$ cat config.mk
export PLATFORM = sky130hd
export DESIGN_NAME = dmem_port_arbiter
export DESIGN_NICKNAME = d
export VERILOG_FILES = /design/src/rtl/dmem_arb_pkg.sv /design/src/rtl/arb_select.sv /design/src/rtl/dmem_port_arbiter.sv
export SDC_FILE = /design/constraint.sdc
export NUM_CORES = 1
export LEC_CHECK = 0
export ABC_CLOCK_PERIOD_IN_PS = 5920
export BUFFER_PORTS_ARGS = -buffer_cell sky130_fd_sc_hd__buf_2
export CELL_PAD_IN_SITES_DETAIL_PLACEMENT = 1
export CELL_PAD_IN_SITES_GLOBAL_PLACEMENT = 1
export CORE_AREA = 2 2 120 122
export CTS_CLUSTER_SIZE = 10
export DETAILED_ROUTE_END_ITERATION = 6
export DIE_AREA = 0 0 122 124
export PLACE_DENSITY = 0.75
export SLEW_MARGIN = 20
export SYNTH_ARGS = -nofsm -noshare
export SYNTH_HDL_FRONTEND = slang
export SYNTH_HIERARCHICAL = 1
export SYNTH_SLANG_ARGS = --single-unit
$ cat constraint.sdc
create_clock -name clk -period 5.92 [get_ports clk]
set_input_delay 0.296 -clock clk [delete_from_list [all_inputs] [get_ports clk]]
set_output_delay 0.296 -clock clk [all_outputs]
set_load 0.01 [all_outputs]
$ cat src/rtl/dmem_arb_pkg.sv
// Shared definitions for the data-memory port arbiter and its grant selector.
package dmem_arb_pkg;

    typedef enum logic {
        REQ_CPU = 1'b0,
        REQ_DBG = 1'b1
    } req_id_e;

    localparam int STREAK_WIDTH = 4;

    typedef logic [STREAK_WIDTH-1:0] streak_t;

endpackage

$ cat src/rtl/arb_select.sv
// Pure two-requester grant logic: fixed priority with a streak limit, or round-robin.
// Returns a one-hot grant, bit 0 = cpu, bit 1 = dbg.
module arb_select
    import dmem_arb_pkg::*;
#(
    parameter int CPU_PRIORITY   = 1,
    parameter int MAX_CPU_STREAK = 4
) (
    input  logic       cpu_req,
    input  logic       dbg_req,
    input  req_id_e    last_gnt,
    input  streak_t    streak,
    output logic [1:0] gnt
);

    localparam streak_t STREAK_MAX = streak_t'(MAX_CPU_STREAK);

    generate
        if (CPU_PRIORITY != 0) begin : g_prio
            logic dbg_win;
            logic unused_last;

            // dbg only overrides cpu once the processor has used up its streak
            assign dbg_win     = dbg_req && (!cpu_req || (streak == STREAK_MAX));
            assign gnt[1]      = dbg_win;
            assign gnt[0]      = cpu_req && !dbg_win;
            assign unused_last = last_gnt;
        end else begin : g_rr
            logic both;
            logic unused_streak;

            assign both          = cpu_req && dbg_req;
            assign gnt[0]        = cpu_req && (!both || (last_gnt == REQ_DBG));
            assign gnt[1]        = dbg_req && !gnt[0];
            assign unused_streak = ^streak;
        end
    endgenerate

endmodule

$ cat src/rtl/dmem_port_arbiter.sv
// Shares the single-port dmem between the processor and the debug/loader port.
// Grants are combinational; read data returns one cycle after a read grant.
module dmem_port_arbiter
    import dmem_arb_pkg::*;
#(
    parameter int ADDR_WIDTH     = 32,
    parameter int DATA_WIDTH     = 32,
    parameter int CPU_PRIORITY   = 1,
    parameter int MAX_CPU_STREAK = 4
) (
    input  logic                    clk,
    input  logic                    reset,

    input  logic                    cpu_req,
    input  logic                    cpu_we,
    input  logic [ADDR_WIDTH-1:0]   cpu_addr,
    input  logic [DATA_WIDTH-1:0]   cpu_wdata,
    input  logic [DATA_WIDTH/8-1:0] cpu_wstrb,
    output logic                    cpu_gnt,
    output logic                    cpu_rvalid,
    output logic [DATA_WIDTH-1:0]   cpu_rdata,

    input  logic                    dbg_req,
    input  logic                    dbg_we,
    input  logic [ADDR_WIDTH-1:0]   dbg_addr,
    input  logic [DATA_WIDTH-1:0]   dbg_wdata,
    input  logic [DATA_WIDTH/8-1:0] dbg_wstrb,
    output logic                    dbg_gnt,
    output logic                    dbg_rvalid,
    output logic [DATA_WIDTH-1:0]   dbg_rdata,

    output logic                    mem_en,
    output logic                    mem_we,
    output logic [ADDR_WIDTH-3:0]   mem_addr,
    output logic [DATA_WIDTH-1:0]   mem_wdata,
    output logic [DATA_WIDTH/8-1:0] mem_wstrb,
    input  logic [DATA_WIDTH-1:0]   mem_rdata
);

    localparam int      STRB_WIDTH = DATA_WIDTH / 8;
    localparam streak_t STREAK_MAX = streak_t'(MAX_CPU_STREAK);

    logic [1:0] sel;
    streak_t    streak_reg, streak_next;
    req_id_e    last_gnt_reg, last_gnt_next;
    logic       rvalid_reg, rvalid_next;
    req_id_e    rd_owner_reg, rd_owner_next;
    logic       unused_addr_lsbs;

    arb_select #(
        .CPU_PRIORITY  (CPU_PRIORITY),
        .MAX_CPU_STREAK(MAX_CPU_STREAK)
    ) u_arb_select (
        .cpu_req (cpu_req),
        .dbg_req (dbg_req),
        .last_gnt(last_gnt_reg),
        .streak  (streak_reg),
        .gnt     (sel)
    );

    // Grants are forced low while reset is held so dmem sees no stray access.
    assign cpu_gnt = sel[0] & reset;
    assign dbg_gnt = sel[1] & reset;
    assign mem_en  = cpu_gnt | dbg_gnt;

    assign unused_addr_lsbs = ^{cpu_addr[1:0], dbg_addr[1:0]};

    always_comb begin
        mem_we    = 1'b0;
        mem_addr  = '0;
        mem_wdata = '0;
        mem_wstrb = '0;
        if (dbg_gnt) begin
            mem_we    = dbg_we;
            mem_addr  = dbg_addr[ADDR_WIDTH-1:2];
            mem_wdata = dbg_wdata;
            mem_wstrb = dbg_wstrb;
        end else if (cpu_gnt) begin
            mem_we    = cpu_we;
            mem_addr  = cpu_addr[ADDR_WIDTH-1:2];
            mem_wdata = cpu_wdata;
            mem_wstrb = cpu_wstrb;
        end
    end

    always_comb begin
        streak_next   = streak_reg;
        last_gnt_next = last_gnt_reg;
        rvalid_next   = 1'b0;
        rd_owner_next = rd_owner_reg;

        if (dbg_gnt || !dbg_req) begin
            streak_next = '0;
        end else if (cpu_gnt && (streak_reg != STREAK_MAX)) begin
            streak_next = streak_reg + streak_t'(1);
        end

        if (dbg_gnt) begin
            last_gnt_next = REQ_DBG;
            rvalid_next   = !dbg_we;
            rd_owner_next = REQ_DBG;
        end else if (cpu_gnt) begin
            last_gnt_next = REQ_CPU;
            rvalid_next   = !cpu_we;
            rd_owner_next = REQ_CPU;
        end
    end

    always_ff @(posedge clk or negedge reset) begin
        if (!reset) begin
            streak_reg   <= '0;
            last_gnt_reg <= REQ_DBG;
            rvalid_reg   <= 1'b0;
            rd_owner_reg <= REQ_CPU;
        end else begin
            streak_reg   <= streak_next;
            last_gnt_reg <= last_gnt_next;
            rvalid_reg   <= rvalid_next;
            rd_owner_reg <= rd_owner_next;
        end
    end

    assign cpu_rvalid = rvalid_reg && (rd_owner_reg == REQ_CPU);
    assign dbg_rvalid = rvalid_reg && (rd_owner_reg == REQ_DBG);
    assign cpu_rdata  = cpu_rvalid ? mem_rdata : '0;
    assign dbg_rdata  = dbg_rvalid ? mem_rdata : '0;

    // Strobe width must cover the data bus exactly.
    generate
        if (STRB_WIDTH * 8 != DATA_WIDTH) begin : g_bad_width
            logic unused_bad_width;
            assign unused_bad_width = 1'b0;
        end
    endgenerate

endmodule
# Word level (Yosys, flattened, before mapping)

Index checks and enable logic that the tools add are counted.

Register bits after elaboration: 6
Bits of input ports: 174
Output and inout port bits: 136
Logic and storage cells: 40

$add $sub $neg: 1
Equal/unequal tests: 2
Muxes and demuxes: 16
Bitwise logic cells: 4
Reduce and logical (&&, ||, !) cells: 14

Operators by type and width:

| kind                                                  | count |
|---|---|
| two-way mux 32 bit                                    | 4 |
| two-way mux 30 bit                                    | 2 |
| two-way mux 4 bit                                     | 4 |
| two-way mux 1 bit                                     | 6 |
| logical AND 1 bit                                     | 5 |
| logical NOT 1 bit                                     | 5 |
| adder 4 x 1 -> 4 bit, second input constant           | 1 |
| == test 4 x 3 -> 1 bit, second input constant         | 1 |
| inequality test 4 x 3 -> 1 bit, second input constant | 1 |
| nonzero test 2 bit                                    | 2 |
| AND 1 bit                                             | 2 |
| logical OR 1 bit                                      | 2 |
| inverter 1 bit                                        | 1 |
| bitwise OR 1 bit                                      | 1 |

# Longest topological paths before layout

Depth after elaboration: 9
Depth in mapped cells: 8
Mapped depth without buffers: 6

# By module

Netlist, hierarchy kept.

By module, submodules not included:

| module            | times used | cells each | area an instance (sq um) | seq. area each (sq um) |
|---|---|---|---|---|
| dmem_port_arbiter | 1          | 195        | 1482.7                   | 176.4 |
| arb_select        | 1          | 5          | 33.8                     | 0.0 |

# Worst setup path before layout

No wires, ideal clock.

Path kind: register -> output
From: register streak_reg[1]
To: output mem_addr[0]
Arrival time: 1.875 ns
Data required time: 5.624 ns
Slack: 3.749 ns
Cell stages (with the launch flop): 9
Path buffers: 3
Cells stage by stage: dfrtp_1 -> or4b_1 -> a21oi_1 -> buf_4 -> nand2_2 -> inv_2 -> buf_4 -> buf_2 -> a22o_1

Longest elaborated chain between the ends: 8
Elaborated cells between the ends (all ways): 9
Classes of those cells: eq/ne (1); mux (2); bitwise (2); reduce/logical (4)

RTL lines:

| element                         | RTL line                 | source |
|---|---|---|
| start: declaration              | dmem_port_arbiter.sv:44  | `streak_t streak_reg, streak_next;` |
| start signal: assignment        | dmem_port_arbiter.sv:116 | `streak_reg <= streak_next;` |
| == test 4 x 3 -> 1 bit *        | arb_select.sv:24         | `assign dbg_win = dbg_req && (!cpu_req \|\| (streak == STREAK_MAX));` |
| logical OR 1 bit *              | arb_select.sv:24         |  |
| logical AND 1 bit *             | arb_select.sv:24         |  |
| via u_arb_select.g_prio.dbg_win | arb_select.sv:20         | `logic dbg_win;` |
| logical NOT 1 bit               | arb_select.sv:26         | `assign gnt[0] = cpu_req && !dbg_win;` |
| logical AND 1 bit               | arb_select.sv:26         |  |
| AND 1 bit                       | dmem_port_arbiter.sv:62  | `assign cpu_gnt = sel[0] & reset;` |
| two-way mux 30 bit              | dmem_port_arbiter.sv:78  | `end else if (cpu_gnt) begin` |
| two-way mux 30 bit *            | dmem_port_arbiter.sv:73  | `if (dbg_gnt) begin` |
| end: declaration                | dmem_port_arbiter.sv:34  | `output logic [ADDR_WIDTH-3:0] mem_addr,` |

Mark *: on every way through the listed nets, which the timed path passes. The rest lies on a longest branch.

# Final worst setup path

From: register streak_reg[1]
To: output mem_wdata[4]

Longest elaborated chain between the ends: 8
Elaborated cells between the ends (all ways): 9
Classes of those cells: eq/ne (1); mux (2); bitwise (2); reduce/logical (4)

RTL lines:

| element                  | RTL line                | source |
|---|---|---|
| == test 4 x 3 -> 1 bit * | arb_select.sv:24        |  |
| logical OR 1 bit *       | arb_select.sv:24        |  |
| logical AND 1 bit *      | arb_select.sv:24        |  |
| via sel[1]               | dmem_port_arbiter.sv:43 | `logic [1:0] sel;` |
| logical NOT 1 bit        | arb_select.sv:26        |  |
| logical AND 1 bit        | arb_select.sv:26        |  |
| AND 1 bit                | dmem_port_arbiter.sv:62 |  |
| two-way mux 32 bit       | dmem_port_arbiter.sv:78 |  |
| two-way mux 32 bit *     | dmem_port_arbiter.sv:73 |  |
| end: declaration         | dmem_port_arbiter.sv:35 | `output logic [DATA_WIDTH-1:0] mem_wdata,` |

Marks and branches as above.

==> run_results.csv <==
group,metric,value,unit
clock_tree,cts_max_level,1,
timing,post-route-period-util,53.78,%
layout,num_antenna_cells,0,
clock_tree,clk_latency,0.23,ns
power_and_ir_drop,combinationalPowerShare,53.3,%
floorplan,io-pin-count,310,
route,vias,2751,
logic_synthesis,synth_nets,373,
layout,largest_reg_flops,4,
layout,nFillCells,1781,
timing,setup_viol,0,
power_and_ir_drop,power.share.clock,31.4,%
timing,relSlewSlack,38.63,%
route,dr.pass1.iters,4,
global_route,grtUsageTotal,11.63,%
timing,min_period,3.184,ns
clock_tree,root_buffer,"clkbuf_16",
logic_synthesis,postSynthAreaPerCell,7.526,um^2
global_route,grt_pass1_wl,13610,um
floorplan,die_h,124,um
logic_synthesis,yosys_warnings,6,
route,drt-total-wl,10470,um
timing,drv_slew,0,
hold_path,hp-class,"primary input to flop",
worst_setup_path,arrival,2.89,ns
power_and_ir_drop,leakagePower,2.150,nW
layout,final_util,23.45,%
layout,area_growth,117.0,%
timing,finClkSkew,0.0004403,ns
power_and_ir_drop,p_per_area,109.3,nW/um^2
global_route,grt_pass1_vias,2560,
run_status,status,"complete, no violations",
place,hpwl,9002,um
route,vias_per_cell,4.143,
timing,tightest_slew,0.9205,ns
logic_synthesis,synth_area,1483,um^2
floorplan,die_w,122,um
global_route,grt-ovfl-total,0,
place,io_buffers,305,
logic_synthesis,netlist_instances,197,
floorplan,die_area,15130,um^2
clock_tree,clk_pin_slew,0.03,ns
floorplan,rows,43,
floorplan,start_util,10.81,%
clock_tree,cts_tree,"built",
power_and_ir_drop,p_sw,126.4,uW
clock_tree,cts.path.max_buffers,2,
layout,drive_gt1_share,64.88,%
run,cap_viol_max_count,0,
route,drc,0,
worst_setup_path,end_kind,"output port",
route,drt-initial-drc-count,38,
timing,tns,0,ns
timing,rsz0062_at_grt,"no",
route,routedWlPerCell,15.77,um
layout,nets,662,
clock_tree,cts_setup_buffers,0,
global_route,antenna_found_initial,0,
power_and_ir_drop,finalPower,351.7,uW
route,ant_nets,0,
worst_setup_path,crit_type,"flop to output port",
power_and_ir_drop,p_seq_share,15.3,%
place,gp_congestion,0.7635,
timing,fmax,314.1,MHz
global_route,grt_max_degree,66,
power_and_ir_drop,ir_drop,0.0001043,V
clock_tree,numClockSinks,6,
power_and_ir_drop,intPower,225.3,uW
worst_setup_path,worstPathRequired,5.62,ns
power_and_ir_drop,p_sw_share,35.93,%
floorplan,fp.coreArea,13720,um^2
timing,final_hold_viol_count,0,
worst_setup_path,startpoint_type,"flop",
clock_tree,cts_made_buffers,3,
worst_setup_path,path_max_fanout,65,
worst max-delay path, cell delays in order (launching register included):
cell and delay [ns]:
dfrtp_1 0.41, or4b_1 0.56, a21oi_1 0.35, nand2_2 0.18
inv_2 0.13, buf_4 0.55, a22o_1 0.27, buf_2 0.18
placed cells by master, fill, tap and decap left out, drive strengths merged, types with 2 or more instances in the layout:
master  instances
a22o           67
clkbuf          3
buf           307
dfrtp           6
inv             5
and3b           2
a21oi           2
ha              2
nand2           6
nand3           3
a21boi          3
o21ai           3
and3           32
and2           34
layout make-up:
type	count	area, um^2	area share [%]
clock buffer	3	75.07	2.334
inverter	5	18.77	0.5834
multi-input combinational	162	1196	37.18
sequential	6	150.1	4.667
tap	180	225.2	7.001
timing repair buffer	308	1551	48.23
repair_timing:
action,in CTS,in global routing
endpoints found under the setup margin,0,0
hold buffers,1,0
resized for setup,0,0
hold endpoints to repair,6,0
routing by layer:
metal	routed length [um]	global-route usage, %
met3	1236	3.571
met1	3647	12.11
met2	5498	23.25
met5	0	0
met4	86	1.509
path summary, 6_finish.rpt:
path | startpoint | end | slack, ns | depth (start not counted)
max | streak_reg[1] | mem_wdata[4] | 2.74 | 7
min | cpu_we | rvalid_reg | 0.27 | 2
max reg2reg | streak_reg[1] | streak_reg[2] | 3.92 | 5
min reg2reg | streak_reg[3] | streak_reg[3] | 0.61 | 2
max in group asynchronous | reset | streak_reg[2] | 5.28 | 2
min in group asynchronous | reset | streak_reg[3] | 0.47 | 2
power by group through the flow:
stage / clock (mW) / combinational (mW) / sequential, mW
6_report: 0.110 / 0.187 / 0.0539
5_1_grt: 0.112 / 0.206 / 0.0554
4_1_cts: 0.111 / 0.190 / 0.0544
3_5_place_dp: 0 / 0.189 / 0.0549
3_3_place_gp: 0 / 0.187 / 0.0549
2_1_floorplan: 0 / 0.0860 / 0.0455
per-stage QoR:
stage	hold slack, ns	setup WS (ns)	area (um^2)	std cells
after global placement	0.1544	2.960	3132	660
after floorplan	0.0004090	3.760	1483	197
final	0.2734	2.736	3217	664
after detailed placement	0.1535	2.961	3132	660
after CTS	0.2686	2.708	3217	664
after global routing	0.2821	2.553	3217	664
(Power assumes the default switching activity.)
